**config.mk**
```make
export PLATFORM = sky130hd
export DESIGN_NAME = value_entry_ctrl
export DESIGN_NICKNAME = d
export VERILOG_FILES = /design/src/rtl/value_entry_ctrl.sv
export SDC_FILE = /design/constraint.sdc
export NUM_CORES = 1
export LEC_CHECK = 0
export BUFFER_PORTS_ARGS = -buffer_cell sky130_fd_sc_hd__buf_2
export CAP_MARGIN = 20
export CORE_MARGIN = 1
export CORE_UTILIZATION = 60
export CTS_BUF_LIST = sky130_fd_sc_hd__clkbuf_16
export CTS_CLUSTER_SIZE = 40
export DETAILED_ROUTE_END_ITERATION = 16
export PLACE_DENSITY = 0.83
export SLEW_MARGIN = 40
export SYNTH_ARGS = -nofsm -noshare
export SYNTH_HDL_FRONTEND = slang
export SYNTH_SLANG_ARGS = --single-unit
```
**constraint.sdc**
```tcl
create_clock -name clk -period 4 [get_ports clk]
set_input_delay 0.2 -clock clk [delete_from_list [all_inputs] [get_ports clk]]
set_output_delay 0.2 -clock clk [all_outputs]
set_load 0.01 [all_outputs]
```
**src/rtl/value_entry_ctrl.sv**
```systemverilog
// Pushbutton value entry: sync + debounce three buttons, saturating up/down stepping with
// hold-to-auto-repeat, and switch load; bin_out feeds the display driver.
module value_entry_ctrl #(
  parameter int DEBOUNCE_CYCLES = 1000000,
  parameter int REPEAT_DELAY    = 50000000,
  parameter int REPEAT_RATE     = 10000000,
  parameter int MAX_VAL         = 4095
) (
  input  logic        clk,
  input  logic        rst,
  input  logic        btn_up,
  input  logic        btn_down,
  input  logic        btn_load,
  input  logic [11:0] sw_in,
  output logic [11:0] bin_out,
  output logic        changed
);

  localparam int DW   = $clog2(DEBOUNCE_CYCLES + 1);
  localparam int RMAX = (REPEAT_DELAY > REPEAT_RATE) ? REPEAT_DELAY : REPEAT_RATE;
  localparam int RW   = $clog2(RMAX + 1);
  localparam logic [12:0] MAX13 = 13'(MAX_VAL);

  typedef enum logic [1:0] {IDLE, HOLD, REPEAT, BLOCKED} state_t;

  // bit 0 = up, bit 1 = down, bit 2 = load
  logic [2:0]    raw;
  logic [2:0]    sync1, sync2;
  logic [2:0]    level, level_q;
  logic [2:0]    armed;
  logic [1:0]    prime;
  logic [DW-1:0] dcnt [3];
  logic [2:0]    rise;

  assign raw = {btn_load, btn_down, btn_up};

  always_ff @(posedge clk) begin
    if (rst) begin
      sync1 <= '0;
      sync2 <= '0;
      prime <= '0;
    end else begin
      sync1 <= raw;
      sync2 <= sync1;
      prime <= {prime[0], 1'b1};
    end
  end

  // A button only produces an edge once it has been seen released after reset, so a
  // button held through reset must be let go and pressed again before it acts.
  always_ff @(posedge clk) begin
    for (int i = 0; i < 3; i++) begin
      if (rst) begin
        dcnt[i]    <= '0;
        level[i]   <= 1'b0;
        level_q[i] <= 1'b0;
        armed[i]   <= 1'b0;
      end else begin
        level_q[i] <= level[i];
        if (sync2[i] == level[i]) begin
          dcnt[i] <= '0;
        end else if (dcnt[i] == DW'(DEBOUNCE_CYCLES - 1)) begin
          dcnt[i]  <= '0;
          level[i] <= sync2[i];
        end else begin
          dcnt[i] <= dcnt[i] + 1'b1;
        end
        if (prime[1] && !sync2[i] && !level[i]) armed[i] <= 1'b1;
      end
    end
  end

  assign rise = level & ~level_q & armed;

  logic lone_up, lone_dn, active, other;
  assign lone_up = level[0] & ~level[1];
  assign lone_dn = level[1] & ~level[0];

  state_t        state, state_nxt;
  logic          dir, dir_nxt;
  logic [RW-1:0] rcnt, rcnt_nxt, rcnt_inc, limit;
  logic          step, step_up;
  logic [12:0]   bin13, val13, sw13;
  logic          changed_nxt;

  assign active   = dir ? level[0] : level[1];
  assign other    = dir ? level[1] : level[0];
  assign rcnt_inc = rcnt + RW'(1);
  assign limit    = (state == HOLD) ? RW'(REPEAT_DELAY) : RW'(REPEAT_RATE);
  assign bin13    = {1'b0, bin_out};
  assign sw13     = {1'b0, sw_in};

  always_comb begin
    state_nxt = state;
    dir_nxt   = dir;
    rcnt_nxt  = rcnt;
    step      = 1'b0;
    step_up   = dir;
    case (state)
      IDLE: begin
        rcnt_nxt = '0;
        if (rise[0] && rise[1]) begin
          state_nxt = BLOCKED;
        end else if (rise[0] && lone_up) begin
          step      = 1'b1;
          step_up   = 1'b1;
          dir_nxt   = 1'b1;
          state_nxt = HOLD;
        end else if (rise[1] && lone_dn) begin
          step      = 1'b1;
          step_up   = 1'b0;
          dir_nxt   = 1'b0;
          state_nxt = HOLD;
        end
      end
      HOLD, REPEAT: begin
        if (other) begin
          state_nxt = BLOCKED;
          rcnt_nxt  = '0;
        end else if (!active) begin
          state_nxt = IDLE;
          rcnt_nxt  = '0;
        end else if (rcnt_inc == limit) begin
          step      = 1'b1;
          rcnt_nxt  = '0;
          state_nxt = REPEAT;
        end else begin
          rcnt_nxt = rcnt_inc;
        end
      end
      BLOCKED: begin
        rcnt_nxt = '0;
        if (!level[0] && !level[1]) state_nxt = IDLE;
      end
      default: state_nxt = IDLE;
    endcase

    val13 = bin13;
    if (step) begin
      if (step_up) val13 = (bin13 >= MAX13) ? MAX13 : bin13 + 13'd1;
      else         val13 = (bin13 == 13'd0) ? 13'd0 : bin13 - 13'd1;
    end

    // load beats any step due in the same cycle
    if (rise[2]) begin
      val13     = (sw13 > MAX13) ? MAX13 : sw13;
      state_nxt = IDLE;
      rcnt_nxt  = '0;
    end

    changed_nxt = (val13 != bin13);
  end

  always_ff @(posedge clk) begin
    if (rst) begin
      state   <= IDLE;
      dir     <= 1'b0;
      rcnt    <= '0;
      bin_out <= '0;
      changed <= 1'b0;
    end else begin
      state   <= state_nxt;
      dir     <= dir_nxt;
      rcnt    <= rcnt_nxt;
      bin_out <= val13[11:0];
      changed <= changed_nxt;
    end
  end

endmodule
```
==> impl_metrics.ini, run 1 <==
[setup_path]
worst_setup_path_end_kind = flop
worstRegToRegCells = 10
cp_max_fo = 16
max_stage_delay_ns = 0.57
reg2reg_from = rcnt[0]$_SDFF_PP0_
crit_path_start_kind = flop
crit_family = simple AND/OR/NAND/NOR gates
cp_num_cells = 10
startpoint = rcnt[0]$_SDFF_PP0_
crit_path_top_delay_cell = or4_1
arrival_ns = 4.13
required_ns = 4.34
cp_cell_sequence = ha_1, nand4_1, or4_1, or4_4, a21boi_1, nand3_1, a2111oi_4, nor2_2, a311o_1, a221oi_2
crit_buf_inv = 0
worst-setup-path-type = reg -> reg

[clock_tree]
post-cts-setup-buffers = 0
clockBufferDepth = 2
root_buffer = clkbuf_16
cts_tree = done
insertion_delay_ns = 0.42
cts.sinks = 119
numCtsBuffers = 17
path_clk_slew_ns = 0.05
h-tree-depth = 4

[outcome]
status = complete, no violations

[grt]
grt_pass1_vias = 5617
grt_usage_pct = 26.5
gr-total-overflow = 0
grt_pass1_wl_um = 24700
grt_max_degree = 29
grt_antenna_before_repair = 0

[cells_and_area]
synthToLayoutAreaGrowth_pct = 14.4
finalNonFillerCells = 1004
nets = 879
diodes = 0
fill_cells = 791
drive_gt1_share_pct = 8.10

[synthesis]
synth_simple_gate_area_share_pct = 27.7
synth_xor_area_share_pct = 11.5
synth_area_leaders = edfxtp_1, dfxtp_1, nor2_1, xor2_1, xnor2_1
ys_seq_area_share_pct = 43.6
synthCells = 777
synth-compound-area-share_pct = 10.5
synth_top_area_share_pct = 26.3
synth_top_family_by_area = simple AND/OR/NAND/NOR gates
syn_area_mm2 = 0.00684
synthArstFlopShare_pct = 0
yosys.area_share.adder_pct = 2.01
synth_top_area_cell = edfxtp_1
yosys-mux-area-fraction_pct = 1.17
synthDistinctLibCells = 60
synthFlopType = edfxtp_1
synth_edf_count = 60
synth_area_per_cell_um2 = 8.80
ys_warn_count = 0
ys_ff_latch = 119

[power]
switching_power_uw = 690
cellLeakagePower_uw = 0.00282
p_comb_share_pct = 7.0
peakVddDrop_mv = 0.397
swShare_pct = 23.2
power.internal_uw = 2280
power_frac_clock_pct = 47.2
p_seq_share_pct = 45.9
p_per_area_mw_per_mm2 = 380

[placement]
placed_cells = 969
portBuffers = 29
gp_congestion = 0.968
dp_hpwl_um = 10100
place_ws_ns = 0.189

[hold_path]
whs_path_depth = 3
min_path_type = in -> reg
hold_start = sw_in[10]

[timing]
period_share_pct = 94.9
hold_viol_final = 0
period_minus_slack_ns = 3.80
setup_viol = 0
finalSetupTns_ns = 0
setup_slack_ns = 0.204
drv_slew = 0
slew-limit-headroom_pct = 55.6
max_freq_ghz = 0.263
tightestPinTransition_ns = 0.666
finClkSkew_ns = 0.00619
rsz0062_at_grt = false

[run]
max_cap_violations = 0

[floorplanning]
start_util_pct = 62.3
die_area_mm2 = 0.0118
fp.dieH_um = 109
core_area_mm2 = 0.0110
io_pins = 30
num_rows = 38
dieWidth_um = 109

[route]
drt_iter0_drc = 533
drc = 0
via_count = 5855
drt_pre_antenna_iters = 5
routed_via_density = 5.83
postRouteAntennaNets = 0
wl_um = 14800
wl_per_cell_um = 14.8
==> state kept, by name (all words and copies together), names as in the netlist <==
register / count
rcnt: 26
sync2: 3
prime: 2
changed: 1
dir: 1
sync1: 3
state: 2
dcnt: 60
bin_out: 12
armed: 3
level: 3
level_q: 3
==> final timing paths <==
path / endpoint / slack [ns]
max: changed$_SDFF_PP0_ / 0.20
min: bin_out[10]$_SDFF_PP0_ / 0.07
max reg2reg: changed$_SDFF_PP0_ / 0.20
min reg2reg: prime[1]$_SDFF_PP0_ / 0.43
==> repair_timing <==
action                                 CTS  global route
hold buffers                             3             0
setup endpoints to repair                0             2
resized for setup                        0             1
endpoints found under the hold margin    3             0
==> power groups by stage <==
stage	Combinational (uW)	Sequential (uW)	Clock, uW
floorplan	156	1380	0
global placement	186	1380	0
detailed placement	194	1390	0
CTS	203	1360	1420
global route	232	1370	1490
finish	207	1360	1400
==> through the flow <==
stage               total power [uW]  instance area, um2  hold WS, ns  util [%]
floorplan                       1530                7060        0.328         -
global placement                1570                7240        0.409      66.0
CTS                             2990                7820       0.0509      71.2
finish                          2970                7830       0.0713      71.3
detailed placement              1580                7240        0.417      66.0
global route                    3090                7830       0.0774      71.3
==> cells in the mapped netlist, drive strengths merged (5+ instances only) <==
master,count
and4,7
nor4,6
or3,11
and2,10
nor4b,5
o21ai,32
nand2b,8
a31oi,8
nor3,13
inv,18
ha,11
edfxtp,60
clkbuf,31
xnor2,39
nand3b,6
or4,5
nor2,135
xor2,51
and3,21
nor2b,14
buf,8
dfxtp,59
o211ai,5
nand2,61
a21oi,23
o22ai,9
nand3,43
mux2i,8
nand4,27
==> worst reg2reg max path, delay by kind of cell (launching register included) <==
kind	cells	cell delay (ns)
fa+ha+maj	1	0.29
simple gates	5	1.74
compound gates	4	1.29
flops	1	0.38
==> logic make-up after synthesis <==
family,count (synthesis)
AO/OA/AOI/OAI,110
flip-flops,119
XOR/XNOR,90
adder cells (fa/ha/maj),11
multiplexers,8
buffers and inverters,58
AND/OR/NAND/NOR,380
other,1
==> cells in the final DEF (no fill, tap or decap), types with 10 or more instances in the layout <==
| master | instances |
|---|---|
| and2_1 | 10 |
| buf_2 | 29 |
| conb_1 | 60 |
| nor2_1 | 134 |
| nand3_1 | 43 |
| nand2_1 | 61 |
| ha_1 | 11 |
| edfxtp_1 | 60 |
| xnor2_1 | 39 |
| or3_1 | 11 |
| nand4_1 | 26 |
| o21ai_0 | 32 |
| a21oi_1 | 23 |
| and3_1 | 21 |
| dfxtp_1 | 59 |
| xor2_1 | 51 |
| clkbuf_16 | 18 |
| nor3_1 | 13 |
| inv_1 | 23 |
| nor2b_1 | 14 |
==> final cells by class <==
class	count	area [um2]	area share (%)
Tap cell	140	175	2.24
Clock buffer	18	450	5.76
Multi-Input combinational cell	659	3850	49.2
Clock inverter	14	96.3	1.23
Timing Repair Buffer	35	198	2.53
Sequential cell	119	2980	38.1
Inverter	19	71.3	0.911
==> per-layer routing <==
metal | part of all wire, % | vias up | routed length (um) | global-route usage (%)
li1 | - | 2852 | - | -
met3 | 4.9 | 46 | 728 | 7.05
met1 | 43 | 2777 | 6320 | 31.4
met2 | 50 | 180 | 7440 | 45.4
met5 | 0 | - | 0 | 0
met4 | 2.3 | 0 | 341 | 10.9
No activity file was read; power rests on OpenSTA's default activity.
==> run 2: changes to the inputs <==
--- a/config.mk
+++ b/config.mk
@@ -5,14 +5,15 @@
 export SDC_FILE = /design/constraint.sdc
 export NUM_CORES = 1
 export LEC_CHECK = 0
-export BUFFER_PORTS_ARGS = -buffer_cell sky130_fd_sc_hd__buf_2
 export CAP_MARGIN = 20
 export CORE_MARGIN = 1
 export CORE_UTILIZATION = 60
 export CTS_BUF_LIST = sky130_fd_sc_hd__clkbuf_16
 export CTS_CLUSTER_SIZE = 40
 export DETAILED_ROUTE_END_ITERATION = 16
-export PLACE_DENSITY = 0.83
+export DONT_BUFFER_PORTS = 1
+export PLACE_DENSITY = 0.81
+export SETUP_SLACK_MARGIN = 0.3
 export SLEW_MARGIN = 40
 export SYNTH_ARGS = -nofsm -noshare
 export SYNTH_HDL_FRONTEND = slang
==> run 2 against run 1 <==
Effect of this change:
- sequential cell count unchanged
- via count decreased by 3.4%
- fmax grew 9.1%
- hold slack worse by 0.043 ns
- wire length down 0.42%
- total power fell by 0.49%
- register-to-register slack better by 0.32 ns
- clock skew grew 0.00059 ns
- critical path depth is the same
- count of clock-buffer cells in the layout down 1
- combinational power decreased by 3%
- sequential share of layout area increased by 0.12 points
- largest power group unchanged
==> impl_metrics.ini, run 2 (synthesis gave the netlist of run 1 again) <==
[cells_and_area]
nets = 863
synthToLayoutAreaGrowth_pct = 14.1
largest_register = dcnt
multiInputGateArea_mm2 = 0.00387
diodes = 0
fill_cells = 804
finalNonFillerCells = 988
final_cell_mix = nor2_1, nand2_1, edfxtp_1, conb_1, dfxtp_1
top_regs = dcnt (60), rcnt (26), bin_out (12)
regArea_mm2 = 0.00298
layout_commonest_cell = nor2_1
largest_register_ff_count = 60
drive_gt1_share_pct = 6.49

[floorplanning]
core_area_mm2 = 0.0110
dieWidth_um = 109
start_util_pct = 62.3
die_area_mm2 = 0.0118
num_rows = 38
io_pins = 30
fp.dieH_um = 109

[timing]
finalSetupTns_ns = 0
setup_viol = 0
rsz0062_at_grt = false
tightestPinTransition_ns = 0.663
period_share_pct = 87.0
period_minus_slack_ns = 3.48
hold_viol_final = 0
drv_slew = 0
max_freq_ghz = 0.287
finClkSkew_ns = 0.00678
slew-limit-headroom_pct = 55.8

[grt]
gr-total-overflow = 0
grt_usage_pct = 26.7
grt_max_degree = 27
grt_pass1_vias = 5377
grt_antenna_before_repair = 0
grt_pass1_wl_um = 24400

[clock_tree]
root_buffer = clkbuf_16
numCtsBuffers = 17
h-tree-depth = 4
path_clk_slew_ns = 0.05
cts_tree = done
insertion_delay_ns = 0.42
clockBufferDepth = 2
cts.sinks = 119

[setup_path]
cp_max_fo = 14
regToRegEndpoint = changed$_SDFF_PP0_
required_ns = 4.33
crit_top_cell = or4_4
reg2reg_from = rcnt[0]$_SDFF_PP0_
crit_path_top_delay_cell = or4_4
max_stage_delay_ns = 0.50
worst-setup-path-type = reg -> reg
rrSetupSlack_ns = 0.52
cp_cell_sequence = ha_2, nand4_1, or4_4, o31ai_2, nand3b_1, or4_4, a2111oi_4, nor2_4, a311o_1, a221oi_2
crit_path_start_kind = flop
worst_setup_path_end_kind = flop
arrival_ns = 3.81
worstRegToRegCells = 10

[route]
via_count = 5655
wl_um = 14800
wl_per_cell_um = 14.9
routed_via_density = 5.72
drc = 0
postRouteAntennaNets = 0
drt_pre_antenna_iters = 5
drt_iter0_drc = 387

[power]
p_total_uw = 2960
cellLeakagePower_uw = 0.00273
peakVddDrop_mv = 0.402
p_per_area_mw_per_mm2 = 379

[placement]
gp_congestion = 0.888
dp_hpwl_um = 9980
placed_cells = 940
portBuffers = 0

[hold_path]
min_path_type = in -> reg
whs_path_depth = 2
hold-path-endpoint = bin_out[7]$_SDFF_PP0_
hold_start = sw_in[7]

[run]
max_cap_violations = 0

[outcome]
status = complete, no violations
==> run 2: changes by cell type in the layout (fill, tap and decap cells not counted), sizes merged <==
| cell | delta |
|---|---|
| buf | -22 |
| clkinvlp | -1 |
| clkinv | +6 |
| dlygate4sd3 | +6 |
| inv | -4 |
| clkbuf | -1 |
==> run 2: worst max-delay path: cells and delay by family (launching register included) <==
kind | cells | cell delay [ns]
AND/OR/NAND/NOR | 5 | 1.40
AO/OA/AOI/OAI | 4 | 1.34
flip-flops | 1 | 0.38
adder cells (fa/ha/maj) | 1 | 0.25
==> run 2: worst max-delay path by stage <==
stage | start | endpoint | slack, ns | cells past startpoint
floorplan | rcnt[0]$_SDFF_PP0_ | changed$_SDFF_PP0_ | 0.73 | 11
global placement | rcnt[0]$_SDFF_PP0_ | changed$_SDFF_PP0_ | 0.42 | 10
detailed placement | rcnt[0]$_SDFF_PP0_ | changed$_SDFF_PP0_ | 0.26 | 10
CTS | rcnt[0]$_SDFF_PP0_ | changed$_SDFF_PP0_ | 0.39 | 10
global route | rcnt[0]$_SDFF_PP0_ | changed$_SDFF_PP0_ | 0.32 | 10
finish | rcnt[0]$_SDFF_PP0_ | changed$_SDFF_PP0_ | 0.52 | 10
==> run 2: area by class of cell <==
type,count,share of cell area (%)
Timing Repair Buffer,19,2.08
Clock inverter,15,1.46
Multi-Input combinational cell,659,49.6
Tap cell,140,2.25
Inverter,19,0.914
Clock buffer,17,5.45
Sequential cell,119,38.2
==> run 2: repair_timing <==
action / 4_1_cts / 5_1_grt
pin swaps: 1 / 2
setup endpoints to repair: 2 / 6
setup buffers: 1 / 5
resized for setup: 2 / 4
hold endpoints to repair: 29 / 0
hold buffers: 10 / 0
==> run 2: where the power goes <==
part | internal, uW | total, uW | leakage, uW | switching, uW
clock network | 841 | 1400 | 0.000277 | 555
logic | 90.7 | 201 | 0.00136 | 110
registers | 1320 | 1360 | 0.00110 | 41.3
==> run 2: per-layer routing <==
layer / routed length [um] / track usage [%] / part of all wire [%]
met3: 778 / 8.25 / 5.3
met5: 0 / 0 / 0
met1: 6390 / 32.0 / 43
met2: 7380 / 45.0 / 50
met4: 219 / 9.94 / 1.5
==> run 2: through the flow <==
stage | hold WS [ns] | utilization [%] | setup WS, ns | instance area (um2)
after floorplan | 0.328 | - | 0.733 | 7060
after global placement | 0.270 | 64.6 | 0.425 | 7100
after detailed placement | 0.274 | 64.6 | 0.264 | 7100
after CTS | 0.00278 | 70.6 | 0.389 | 7760
after global routing | 0.0235 | 71.0 | 0.322 | 7800
final | 0.0286 | 71.0 | 0.522 | 7800
